<file path="src/rtl/audio_sample_reader.sv">
// audio_sample_reader: paces FIFO reads at the audio sample rate, with prefill/underrun handling.
// Optional feature macro AUDIO_UNDERRUN_MUTE_EN: output silence while not playing.
module audio_sample_reader #(
    parameter int PIXEL_TO_AUDIO_DIV = 1562,
    parameter int PREFILL_LEVEL      = 256
) (
    input  logic             clk_pixel,
    input  logic             reset_n,
    input  logic [31:0]      fifo_q,
    input  logic             fifo_empty,
    input  logic [10:0]      fifo_rnum,
    output logic             fifo_rden,
    output logic             clk_audio,
    output logic [1:0][15:0] audio_sample_word,
    output logic [15:0]      underrun_count,
    output logic [1:0]       state
);
    localparam int CW = $clog2(PIXEL_TO_AUDIO_DIV);
    localparam logic [CW-1:0] DIV_MAX = CW'(PIXEL_TO_AUDIO_DIV - 1);
    localparam logic [CW-1:0] HALF    = CW'(PIXEL_TO_AUDIO_DIV / 2);
    localparam logic [10:0]   LEVEL   = 11'(PREFILL_LEVEL);

    typedef enum logic [1:0] {PREFILL = 2'd0, PLAY = 2'd1, UNDERRUN = 2'd2} state_t;

    state_t           r_state;
    state_t           w_next;
    logic [1:0]       r_sync;
    logic [CW-1:0]    r_div;
    logic             r_clk_audio;
    logic             r_cap;
    logic             r_mute;
    logic [1:0][15:0] r_word;
    logic [15:0]      r_underrun_count;
    logic             w_run;
    logic             w_tick;
    logic             w_rdy;
    logic             w_rden;
    logic             w_uflow;
    logic             w_mute;

    assign w_run  = r_sync[1];
    assign w_tick = w_run && (r_div == '0);
    assign w_rdy  = !fifo_empty && (fifo_rnum >= LEVEL);

`ifdef AUDIO_UNDERRUN_MUTE_EN
    assign w_mute = w_tick && !w_rden;
`else
    assign w_mute = 1'b0;
`endif

    // Deassertion of reset_n is released to the logic only after two clk_pixel edges.
    always_ff @(posedge clk_pixel or negedge reset_n) begin
        if (!reset_n) r_sync <= 2'b00;
        else          r_sync <= {r_sync[0], 1'b1};
    end

    always_ff @(posedge clk_pixel or negedge reset_n) begin
        if (!reset_n)   r_state <= PREFILL;
        else if (!w_run) r_state <= PREFILL;
        else            r_state <= w_next;
    end

    always_comb begin
        w_next  = r_state;
        w_rden  = 1'b0;
        w_uflow = 1'b0;
        case (r_state)
            PREFILL, UNDERRUN: begin
                if (w_tick && w_rdy) begin
                    w_next = PLAY;
                    w_rden = 1'b1;
                end
            end
            PLAY: begin
                if (w_tick && fifo_empty) begin
                    w_next  = UNDERRUN;
                    w_uflow = 1'b1;
                end else if (w_tick) begin
                    w_rden = 1'b1;
                end
            end
            default: w_next = PREFILL;
        endcase
    end

    always_ff @(posedge clk_pixel or negedge reset_n) begin
        if (!reset_n) begin
            r_div            <= '0;
            r_clk_audio      <= 1'b0;
            r_cap            <= 1'b0;
            r_mute           <= 1'b0;
            r_word           <= '0;
            r_underrun_count <= '0;
        end else if (!w_run) begin
            r_div       <= '0;
            r_clk_audio <= 1'b0;
            r_cap       <= 1'b0;
            r_mute      <= 1'b0;
        end else begin
            r_div       <= (r_div == DIV_MAX) ? '0 : r_div + 1'b1;
            r_clk_audio <= (r_div >= HALF);
            r_cap       <= w_rden;
            r_mute      <= w_mute;
            // FIFO data is valid the cycle after the read strobe.
            if (r_cap)       r_word <= fifo_q;
            else if (r_mute) r_word <= '0;
            if (w_uflow && r_underrun_count != 16'hFFFF)
                r_underrun_count <= r_underrun_count + 16'd1;
        end
    end

    assign fifo_rden         = w_rden;
    assign clk_audio         = r_clk_audio;
    assign audio_sample_word = r_word;
    assign underrun_count    = r_underrun_count;
    assign state             = r_state;
endmodule

</file>
<file path="config.mk">
export PLATFORM = sky130hd
export DESIGN_NAME = audio_sample_reader
export DESIGN_NICKNAME = d
export VERILOG_FILES = /design/src/rtl/audio_sample_reader.sv
export SDC_FILE = /design/constraint.sdc
export NUM_CORES = 1
export LEC_CHECK = 0
export ABC_AREA = 1
export CAP_MARGIN = 40
export CORE_MARGIN = 1.5
export CORE_UTILIZATION = 52
export DETAILED_ROUTE_END_ITERATION = 16
export DONT_BUFFER_PORTS = 1
export PLACE_DENSITY = 0.76
export REMOVE_ABC_BUFFERS = 1
export SLEW_MARGIN = 20
export SYNTH_ARGS = -nofsm -noshare
export SYNTH_HDL_FRONTEND = slang
export SYNTH_SLANG_ARGS = --single-unit
</file>
<file path="constraint.sdc">
create_clock -name clk_pixel -period 1.3 [get_ports clk_pixel]
set_input_delay 0.065 -clock clk_pixel [delete_from_list [all_inputs] [get_ports clk_pixel]]
set_output_delay 0.065 -clock clk_pixel [all_outputs]
set_load 0.05 [all_outputs]
</file>
* After elaboration in Yosys (flattened, before gate mapping)
Cells that the tools add are included.
Storage, ports and cells: register bits 65, bits of input ports 46, output and inout bits 52, word-level logic and storage cells 45
Cells by class: add/sub/neg operators 2, magnitude comparators 2, eq/ne operators 6, multiplexer cells 15, reduce and logical (&&, ||, !) cells 12
Operators with widths (count):
- $mux W32 | 1
- $mux W11 | 2
- $add A16 B1 Y16 const B | 1
- $ne A16 B16 Y1 const B | 1
- $add A11 B1 Y11 const B | 1
- $eq A11 B11 Y1 const B | 1
- $ge A11 B10 Y1 const B | 1
- $ge A11 B9 Y1 const B | 1
- $logic_not A11 Y1 | 1
- $mux W1 | 7
- $mux W2 | 3
- $ne A3 B3 Y1 const B | 2
- $reduce_and A2 Y1 | 3
- $logic_and A1 B1 Y1 | 5
- $pmux W2 S2 | 1
- $eq A2 B1 Y1 const B | 1
- $eq A2 B2 Y1 const B | 1
- $logic_not A2 Y1 | 1
- $pmux W1 S2 | 1
- $reduce_or A2 Y1 | 1
- $logic_not A1 Y1 | 1

* Logic depth before layout (Yosys ltp)
Gate-level depths: netlist of the first run.
depth in word-level cells 7, mapped depth 11, depth with buffers taken out 11

* Worst setup path before layout of the first run
OpenSTA, ideal clock, no wires.
kind register -> output, start register r_div[0], end output fifo_rden, data arrival time 2164 ps, slack -929 ps, cell stages (with the launch flop) 9, buffers on the path 0, cell sequence dfrtp_1 -> inv_1 -> ha_1 -> nand2_1 -> inv_2 -> nand2_1 -> nor2_1 -> nand4_1 -> o21ai_0
Between the ends: longest elaborated chain between the ends 5, elaborated cells on any way between the ends 8, those cells by class mux (4); reduce/logical (4)
RTL lines:
- from (decl) | RTL line 28 | logic [CW-1:0] r_div;
- from (signal assigned) | RTL line 100 | r_div <= (r_div == DIV_MAX) ? '0 : r_div + 1'b1;
- $logic_not A11 Y1 (*) | RTL line 42 | assign w_tick = w_run && (r_div == '0);
- $logic_and A1 B1 Y1 (*) | RTL line 42
- $mux W1, or another cell as far along | RTL line 78 | end else if (w_tick) begin
- $mux W1, on equally long branches | RTL line 75, 69
- $pmux W1 S2 (*) | RTL line 67 | case (r_state)
- to (decl) | RTL line 12 | output logic fifo_rden,
Every way passes the cells marked *; elsewhere a longest branch is shown, timed or not.

* Worst setup path in the final report of the first run
start register r_div[1], end output fifo_rden
The elaborated chain is that of the path after synthesis.

==> results of run 1 <==
repair_timing:
| action | 4_1_cts | 5_1_grt |
|---|---|---|
| gates resized for setup | 31 | 44 |
| endpoints found under the setup margin | 29 | 63 |
| setup buffers | 7 | 1 |
| endpoints found under the hold margin | 99 | 65 |
| pin swaps | 23 | 24 |
| cloned | 2 | 1 |
state kept, by name, indices dropped and copies added, names as in the netlist:
signal and cells:
audio_sample_word 32, underrun_count 16, r_div 11, r_sync 2, state 2, clk_audio 1, r_cap 1
per-layer routing:
metal	wire length, um	track usage	vias up
met5	0	0	-
met4	295	0.122	0
met3	788	0.0820	37
met2	5390	0.458	198
met1	3980	0.338	1500
li1	-	-	1349
placed cells by master, fill, tap and decap left out, types with 4 or more instances in the layout:
cell	n
nand3_2	12
buf_6	4
mux2_2	32
nor2_2	11
nor2_1	19
nand2_1	54
nor2_4	15
buf_4	94
dlygate4sd3_1	34
nand4_1	8
nand3_1	18
dfrtp_1	64
clkbuf_8	11
inv_1	28
nand2_2	12
inv_2	6
xnor2_1	5
cell families (layout without fill, tap and decap cells):
kind of cell / Yosys count / count (layout) / synth area share
adders and majority gates: 4 / 4 / 0.0158
AOI/OAI and AO/OA: 10 / 10 / 0.0181
other: 1 / 1 / 0.00118
and+or+nand+nor: 165 / 167 / 0.271
muxes: 32 / 32 / 0.114
buffers and inverters: 39 / 185 / 0.0485
DFF: 65 / 65 / 0.512
xor gates and xnor gates: 7 / 7 / 0.0193
cell usage after synthesis (2+ instances only):
| cell type | count | area share |
|---|---|---|
| nor3b_2 | 2 | 0.0079 |
| nor2_2 | 11 | 0.022 |
| nand3_1 | 30 | 0.047 |
| buf_2 | 3 | 0.0047 |
| nand3_2 | 3 | 0.0095 |
| mux2_2 | 32 | 0.11 |
| xnor2_1 | 6 | 0.017 |
| nor3b_1 | 2 | 0.0047 |
| nand2_1 | 64 | 0.076 |
| nor2_4 | 5 | 0.018 |
| nand4_4 | 2 | 0.013 |
| inv_2 | 4 | 0.0047 |
| inv_1 | 30 | 0.035 |
| dfrtp_1 | 65 | 0.51 |
| nand4_1 | 8 | 0.016 |
| a21oi_1 | 4 | 0.0063 |
| ha_1 | 4 | 0.016 |
| nor2_1 | 27 | 0.032 |
| nand2_2 | 5 | 0.0099 |
| o21ai_0 | 4 | 0.0063 |
| nor3_1 | 3 | 0.0047 |
area by class of cell:
| class | count | area [um2] | area share |
|---|---|---|---|
| multi-input cells | 221 | 1690 | 0.348 |
| flip-flops and latches | 65 | 1630 | 0.334 |
| repair buffers | 134 | 1140 | 0.233 |
| clock buffers | 11 | 151 | 0.0311 |
| inverters | 35 | 136 | 0.0280 |
| well taps | 75 | 93.8 | 0.0193 |
| clock inverters | 5 | 30.0 | 0.00617 |
through the flow:
stage	total power, uW	hold WS (ps)	utilization
floorplan	4450	-231	-
global placement	5230	-230	0.668
detailed placement	5290	-230	0.668
CTS	6990	-595	0.788
global route	7380	-604	0.822
finish	7150	-592	0.822
worst max-delay path: cells and delay by family (launching register included):
family / cells / cell delay (ps)
AO/OA/AOI/OAI: 1 / 170
adder cells (fa/ha/maj): 1 / 140
buffers and inverters: 3 / 340
flip-flops: 1 / 410
AND/OR/NAND/NOR: 4 / 330
worst max path at each step:
stage / startpoint / to / depth (start not counted)
after floorplan: r_div[0] / fifo_rden / 8
after global placement: r_div[0] / underrun_count[1] / 11
after detailed placement: r_div[0] / underrun_count[1] / 11
after CTS: r_div[0] / fifo_rden / 9
after global routing: r_div[1] / fifo_rden / 9
final: r_div[1] / fifo_rden / 9
where the power goes:
| part | internal [uW] | total, uW | switching (uW) |
|---|---|---|---|
| clock | 787 | 1610 | 820 |
| combinational | 977 | 2870 | 1900 |
| sequential | 2420 | 2670 | 255 |
| total | 4180 | 7150 | 2970 |
==> metrics.yaml, run 1 <==
cellLeakagePower_uw: 0.00229
fin_tns_setup_ps: -8030
report.final.slew_viol_count: 0
synth_enable_flop_cells: 0
synthToLayoutAreaGrowth_pct: 53.4
clock-sinks: 65
failed_checks: "hold timing, setup timing"
required_ps: 1240
syn-cell-area_um2: 3170
vias_in_the_first_global_route: 3022
max_freq_mhz: 564
detailedRoute.firstIterationViolations: 230
post_synth_num_cell_types: 30
synth_area_per_cell_um2: 9.83
globalRouteTotalUtil: 0.278
detail_route.wl_per_cell_um: 19.1
grt_pass1_wl_mm: 13.9
detailed_place_hpwl_mm: 4.91
global_route.overflow_total: 0
post_synth_inst_count: 323
die_height_um: 81.1
worst_path_cell_trace: "inv_2, ha_4, nand2_2, inv_2, nand2_4, nor2_4, nand4_1, o21ai_1, buf_6"
crit_path_end_kind: "output port"
vias: 3084
grt_max_degree: 66
timing.critical_path.mode_cell: "inv_2"
gp_congestion: 0.850
pre_antenna_drt_iters: 5
worst_skew_pair.late_latency_ps: 340
via_per_inst: 5.65
r2r_endpoint: "underrun_count[11]"
final_period_minus_worst_setup_slack_ps: 1770
fillers: 305
numPortBuffers: 0
fin_skew_ps: 11.5
grt_setup_unrepaired: "true"
status: "complete, but fails checks"
dieArea_um2: 6580
clock-root-buffer: "clkbuf_8"
finalWorstSetupSlack_ps: -473
timing.critical_path.arrival_ps: 1710
clk_pin_slew_worst_paths_ps: 80
synth_ff_type: "dfrtp_1"
timing.setup.critical_path_class: "reg2out"
max_capacitance_violation_count: 0
floorplan.core_area_um2: 5920
post_route_cells_drive_above_1_share: 0.488
path_max_fanout: 3
critical_path.reg2reg.startpoint: "r_div[1]"
reg2reg_setup_slack_ps: -380
cts_tree: "done"
synth-seq-area-share: 0.512
power.density_cell_area_nw_per_um2: 1470
antenna_violating_nets_post_route: 0
ioPinCount: 98
place_inst: 487
yosys_warnings: 0
clockBufferDepth: 2
hold_violations: 65
start_util: 0.536
final_min_period_over_clock_period: 1.36
die_width_um: 81.1
asyncSetResetFlopFracSynth: 1.00
max_stage_delay_ps: 410
timing.reg2reg.worst_path_depth: 12
nets: 516
tritoncts.num_buffers: 9
flip_flop_and_latch_count_after_synthesis: 65
dpl_cell_area_um2: 3960
holdCritPathClass: "in2async"
htree_num_levels: 3
cts_hold_buffers: 34
drt_drc: 0
final_cell_area_um2: 4870
layoutNonFillerInstCount: 546
detail_route.wirelength_mm: 10.4
grt_antenna_before_repair: 0
insertedDiodeCount: 0
worst_setup_path_start_kind: "flop"
ir_worst_vdd_v: 0.00174
placement.setup.worst_slack_ps: -239
cp_slowest_cell: "dfrtp_1"
fin_hold_ws_ps: -592
rows: 28
report.final.setup_viol: 31
Power figures use the tool's default switching activity.
==> run 2, diff against run 1 <==
- HOLD_SLACK_MARGIN: default -> 0.05
- SKIP_CTS_REPAIR_TIMING: default -> 1
- SKIP_LAST_GASP: default -> 1
==> run 2 against run 1 <==
Clock skew is 3.1 ps lower. The flow still finishes with violations (hold timing, setup timing). Hold slack improved by 1.6 ps. Critical endpoint unchanged. Combinational power decreased by 2%. Critical path depth did not move. Setup slack lost 34 ps.
==> metrics.yaml, run 2 (synthesis results as in run 1) <==
multi_input_comb_area_um2: 1570
status: "complete, but fails checks"
numPortBuffers: 0
required_ps: 1240
clockBufferDepth: 2
report.final.setup_viol: 41
die_height_um: 81.1
worst_setup_path_start_kind: "flop"
start_util: 0.536
detail_route.wirelength_mm: 8.50
report.final.slew_viol_count: 0
grt_setup_unrepaired: "true"
clk_pin_slew_worst_paths_ps: 80
crit_path_end_kind: "output port"
fin_tns_setup_ps: -6760
grt.busiest_layer: "met2"
pre_antenna_drt_iters: 4
largest_register_ff_count: 32
clock-root-buffer: "clkbuf_8"
floorplan.core_area_um2: 5920
vias: 2821
dieArea_um2: 6580
groute.layer.met3.usage: 0.0652
cellLeakagePower_uw: 0.00221
fillers: 344
die_width_um: 81.1
rows: 28
cts_tree: "done"
holdCritPathClass: "in2async"
grt_max_degree: 66
critical_path.reg2reg.startpoint: "r_div[1]"
path_max_fanout: 3
ir_worst_vdd_v: 0.00154
layout_commonest_cell: "buf_4"
critical_path.startpoint: "r_div[1]"
dpl_cell_area_um2: 3960
met2_usage: 0.352
failed_checks: "hold timing, setup timing"
hold_violations: 65
grt_pass1_wl_mm: 11.2
tritoncts.num_buffers: 9
global_route.overflow_total: 0
sequential_cell_area_um2: 1630
timing.critical_path.arrival_ps: 1740
clock-sinks: 65
post_route_cells_drive_above_1_share: 0.426
detail_route.wl_per_cell_um: 15.7
place_inst: 487
final_min_period_over_clock_period: 1.39
placement.setup.worst_slack_ps: -239
globalRouteTotalUtil: 0.221
grt_use_met1: 0.281
gp_congestion: 0.850
final_cell_area_um2: 4660
drt_drc: 0
synthToLayoutAreaGrowth_pct: 46.9
power.density_cell_area_nw_per_um2: 1510
ioPinCount: 98
nets: 510
final_period_minus_worst_setup_slack_ps: 1810
timing.setup.critical_path_class: "reg2out"
worst_skew_pair.late_latency_ps: 340
final_cell_mix: "92 x buf_4, 65 x dfrtp_1, 58 x nand2_1"
detailed_place_hpwl_mm: 4.91
fin_hold_ws_ps: -591
max_freq_mhz: 553
layoutNonFillerInstCount: 540
fin_skew_ps: 8.44
via_per_inst: 5.22
vias_in_the_first_global_route: 2601
max_capacitance_violation_count: 0
htree_num_levels: 3
detailedRoute.firstIterationViolations: 176
finalWorstSetupSlack_ps: -507
insertedDiodeCount: 0
antenna_violating_nets_post_route: 0
grt_antenna_before_repair: 0
-- run 2: cell types whose count changed in the layout (fill, tap and decap cells not counted), moves of 2 or more --
cell     delta
buf_4       -2
buf_6       -3
nand2_1     +4
nand2_2     -4
nand3_1    +11
nand3_2    -10
nor2_1      +5
nor2_2      -2
nor2_4      -3
-- run 2: metal layers --
layer  vias to the layer above  part of all wire
met5                         -                 0
met4                         0             0.014
met3                        14             0.071
met2                       117              0.50
met1                      1359              0.41
li1                       1331                 -
-- run 2: through the flow --
stage	hold WS (ps)	utilization	total power [uW]
finish	-591	0.787	7060
global route	-597	0.787	7310
CTS	-595	0.699	6860
detailed placement	-230	0.668	5290
global placement	-230	0.668	5230
floorplan	-231	-	4450
-- run 2: final cells by class --
type	instances	share of cell area
clock buffer	11	0.0325
clock inverter	5	0.00644
inverter	35	0.0282
multi-input combinational	221	0.336
sequential	65	0.349
tap	75	0.0201
timing repair buffer	128	0.228
-- run 2: path summary, 6_finish.rpt --
kind | slack [ps] | endpoint | cells after the start
max | -510 | fifo_rden | 9
min | -590 | underrun_count[15] | 0
max reg2reg | -360 | underrun_count[9] | 9
min reg2reg | 360 | r_sync[1] | 0
max in group asynchronous | 1770 | r_div[5] | 0
min in group clk_pixel | 40 | underrun_count[14] | 4
-- run 2: power by group --
part           switching, uW  leakage [uW]  internal, uW
registers                248      0.000824          2420
logic                   1850       0.00130           947
clock network            811     0.0000911           786
-- run 2: critical path: stages (launching register included) --
cell and delay, ps:
dfrtp_1 410, inv_2 100, ha_4 140, nand2_2 40, inv_2 70, nand2_4 50
nor2_4 120, nand4_1 130, o21ai_1 180, buf_6 180
==> run 3, diff against run 2 <==
- PLACE_DENSITY: 0.76 -> 0.7
==> run 3 against run 2 <==
The flow still finishes with violations (hold timing, setup timing). Maximum frequency increased by 0.56%. Hold slack worse by 5.6 ps. Combinational power about the same. Core utilization rose by 1.3 points. Power grew 5.1%. Clock-buffer cell count is 1 lower.
==> metrics.yaml, run 3 (synthesis results as in run 1) <==
placement.setup.worst_slack_ps: -210
ioPinCount: 98
worst_setup_path_start_kind: "flop"
detail_route.wirelength_mm: 9.01
post_route_cells_drive_above_1_share: 0.443
clock-sinks: 65
report.final.setup_viol: 31
htree_num_levels: 3
vias_in_the_first_global_route: 2595
globalRouteTotalUtil: 0.236
fin_hold_ws_ps: -596
detailedRoute.firstIterationViolations: 146
antenna_violating_nets_post_route: 0
vias: 2859
grt_max_degree: 66
power.share.sequential: 0.359
power.density_cell_area_nw_per_um2: 1570
timing.critical_path.depth: 9
gp_congestion: 0.816
detail_route.wl_per_cell_um: 16.5
path_max_fanout: 3
pre_antenna_drt_iters: 4
final_period_minus_worst_setup_slack_ps: 1800
rows: 28
switchingPower_uw: 2930
layoutNonFillerInstCount: 545
final_min_period_over_clock_period: 1.38
cp_num_buf_inv: 3
dpl_cell_area_um2: 3960
failed_checks: "hold timing, setup timing"
max_capacitance_violation_count: 0
cp_slowest_cell: "dfrtp_1"
report.final.slew_viol_count: 0
clockBufferDepth: 2
dieArea_um2: 6580
crit_path_end_kind: "output port"
p_int_uw: 4490
worst_skew_pair.late_latency_ps: 350
timing.setup.critical_path_class: "reg2out"
cellLeakagePower_uw: 0.00225
holdCritPathClass: "in2async"
critical_path.startpoint: "r_div[1]"
ir_worst_vdd_v: 0.00207
r2r_endpoint: "underrun_count[2]"
max_stage_delay_ps: 390
comb_power_share: 0.379
reg2reg_setup_slack_ps: -260
clock-root-buffer: "clkbuf_8"
tritoncts.num_buffers: 9
grt_setup_unrepaired: "true"
critical_path.reg2reg.startpoint: "r_div[1]"
via_per_inst: 5.25
grt_antenna_before_repair: 0
die_width_um: 81.1
layout_commonest_cell: "buf_4"
cts_tree: "done"
fin_skew_ps: 8.89
required_ps: 1240
max_freq_mhz: 557
utilization: 0.801
drt_drc: 0
detailed_place_hpwl_mm: 5.05
timing.reg2reg.worst_path_depth: 11
final_cell_mix: "97 x buf_4, 65 x dfrtp_1, 57 x nand2_1"
final_cell_area_um2: 4740
die_height_um: 81.1
largest_register_ff_count: 32
grt_pass1_wl_mm: 11.7
timing.critical_path.mode_cell: "inv_2"
clk_pin_slew_worst_paths_ps: 70
fillers: 342
nets: 516
floorplan.core_area_um2: 5920
largest_delay_contributor_family_on_the_critical_path: "flip-flops"
global_route.overflow_total: 0
place_inst: 488
worst_path_cell_trace: "inv_2, ha_4, nand2_2, inv_2, nand2_4, nor2_4, nand4_1, o21ai_2, buf_6"
timing.critical_path.arrival_ps: 1730
numPortBuffers: 0
status: "complete, but fails checks"
pwr-share-clk: 0.262
start_util: 0.536
synthToLayoutAreaGrowth_pct: 49.3
finalWorstSetupSlack_ps: -497
insertedDiodeCount: 0
hold_violations: 65
switching_share: 0.395
run 3: power groups by stage:
stage	Sequential, uW	Combinational (uW)	Clock, uW
6_report	2660	2810	1950
5_1_grt	2700	2910	2020
3_5_place_dp	2660	2640	0
2_1_floorplan	4010	438	0
3_3_place_gp	2640	2610	0
4_1_cts	2630	2640	1920
run 3: per-layer routing:
metal  track usage  vias to the layer above  share of wire
met2         0.374                      123           0.51
met5             0                        -              0
li1              -                     1346              -
met3        0.0697                       18          0.074
met4         0.114                        0          0.019
met1         0.294                     1372           0.39
run 3: how the worst max path moves through the flow:
| stage | slack (ps) | end |
|---|---|---|
| floorplan | -940 | fifo_rden |
| global placement | -180 | underrun_count[1] |
| detailed placement | -210 | underrun_count[1] |
| CTS | -550 | fifo_rden |
| global route | -620 | fifo_rden |
| finish | -500 | fifo_rden |
run 3: cell type report:
cell class | count | area [um2] | share of cell area
Tap cell | 75 | 93.8 | 0.0198
Inverter | 35 | 131 | 0.0277
Timing Repair Buffer | 133 | 1100 | 0.232
Clock inverter | 5 | 80.1 | 0.0169
Sequential cell | 65 | 1630 | 0.343
Multi-Input combinational cell | 222 | 1570 | 0.331
Clock buffer | 10 | 138 | 0.0290
run 3: metrics by stage:
stage               total power [uW]  TNS (ps)  hold slack, ps
floorplan                       4450    -21010            -231
global placement                5240     -3150            -228
detailed placement              5300     -3890            -228
CTS                             7190     -4950            -599
global route                    7640     -9210            -606
finish                          7420     -5880            -596
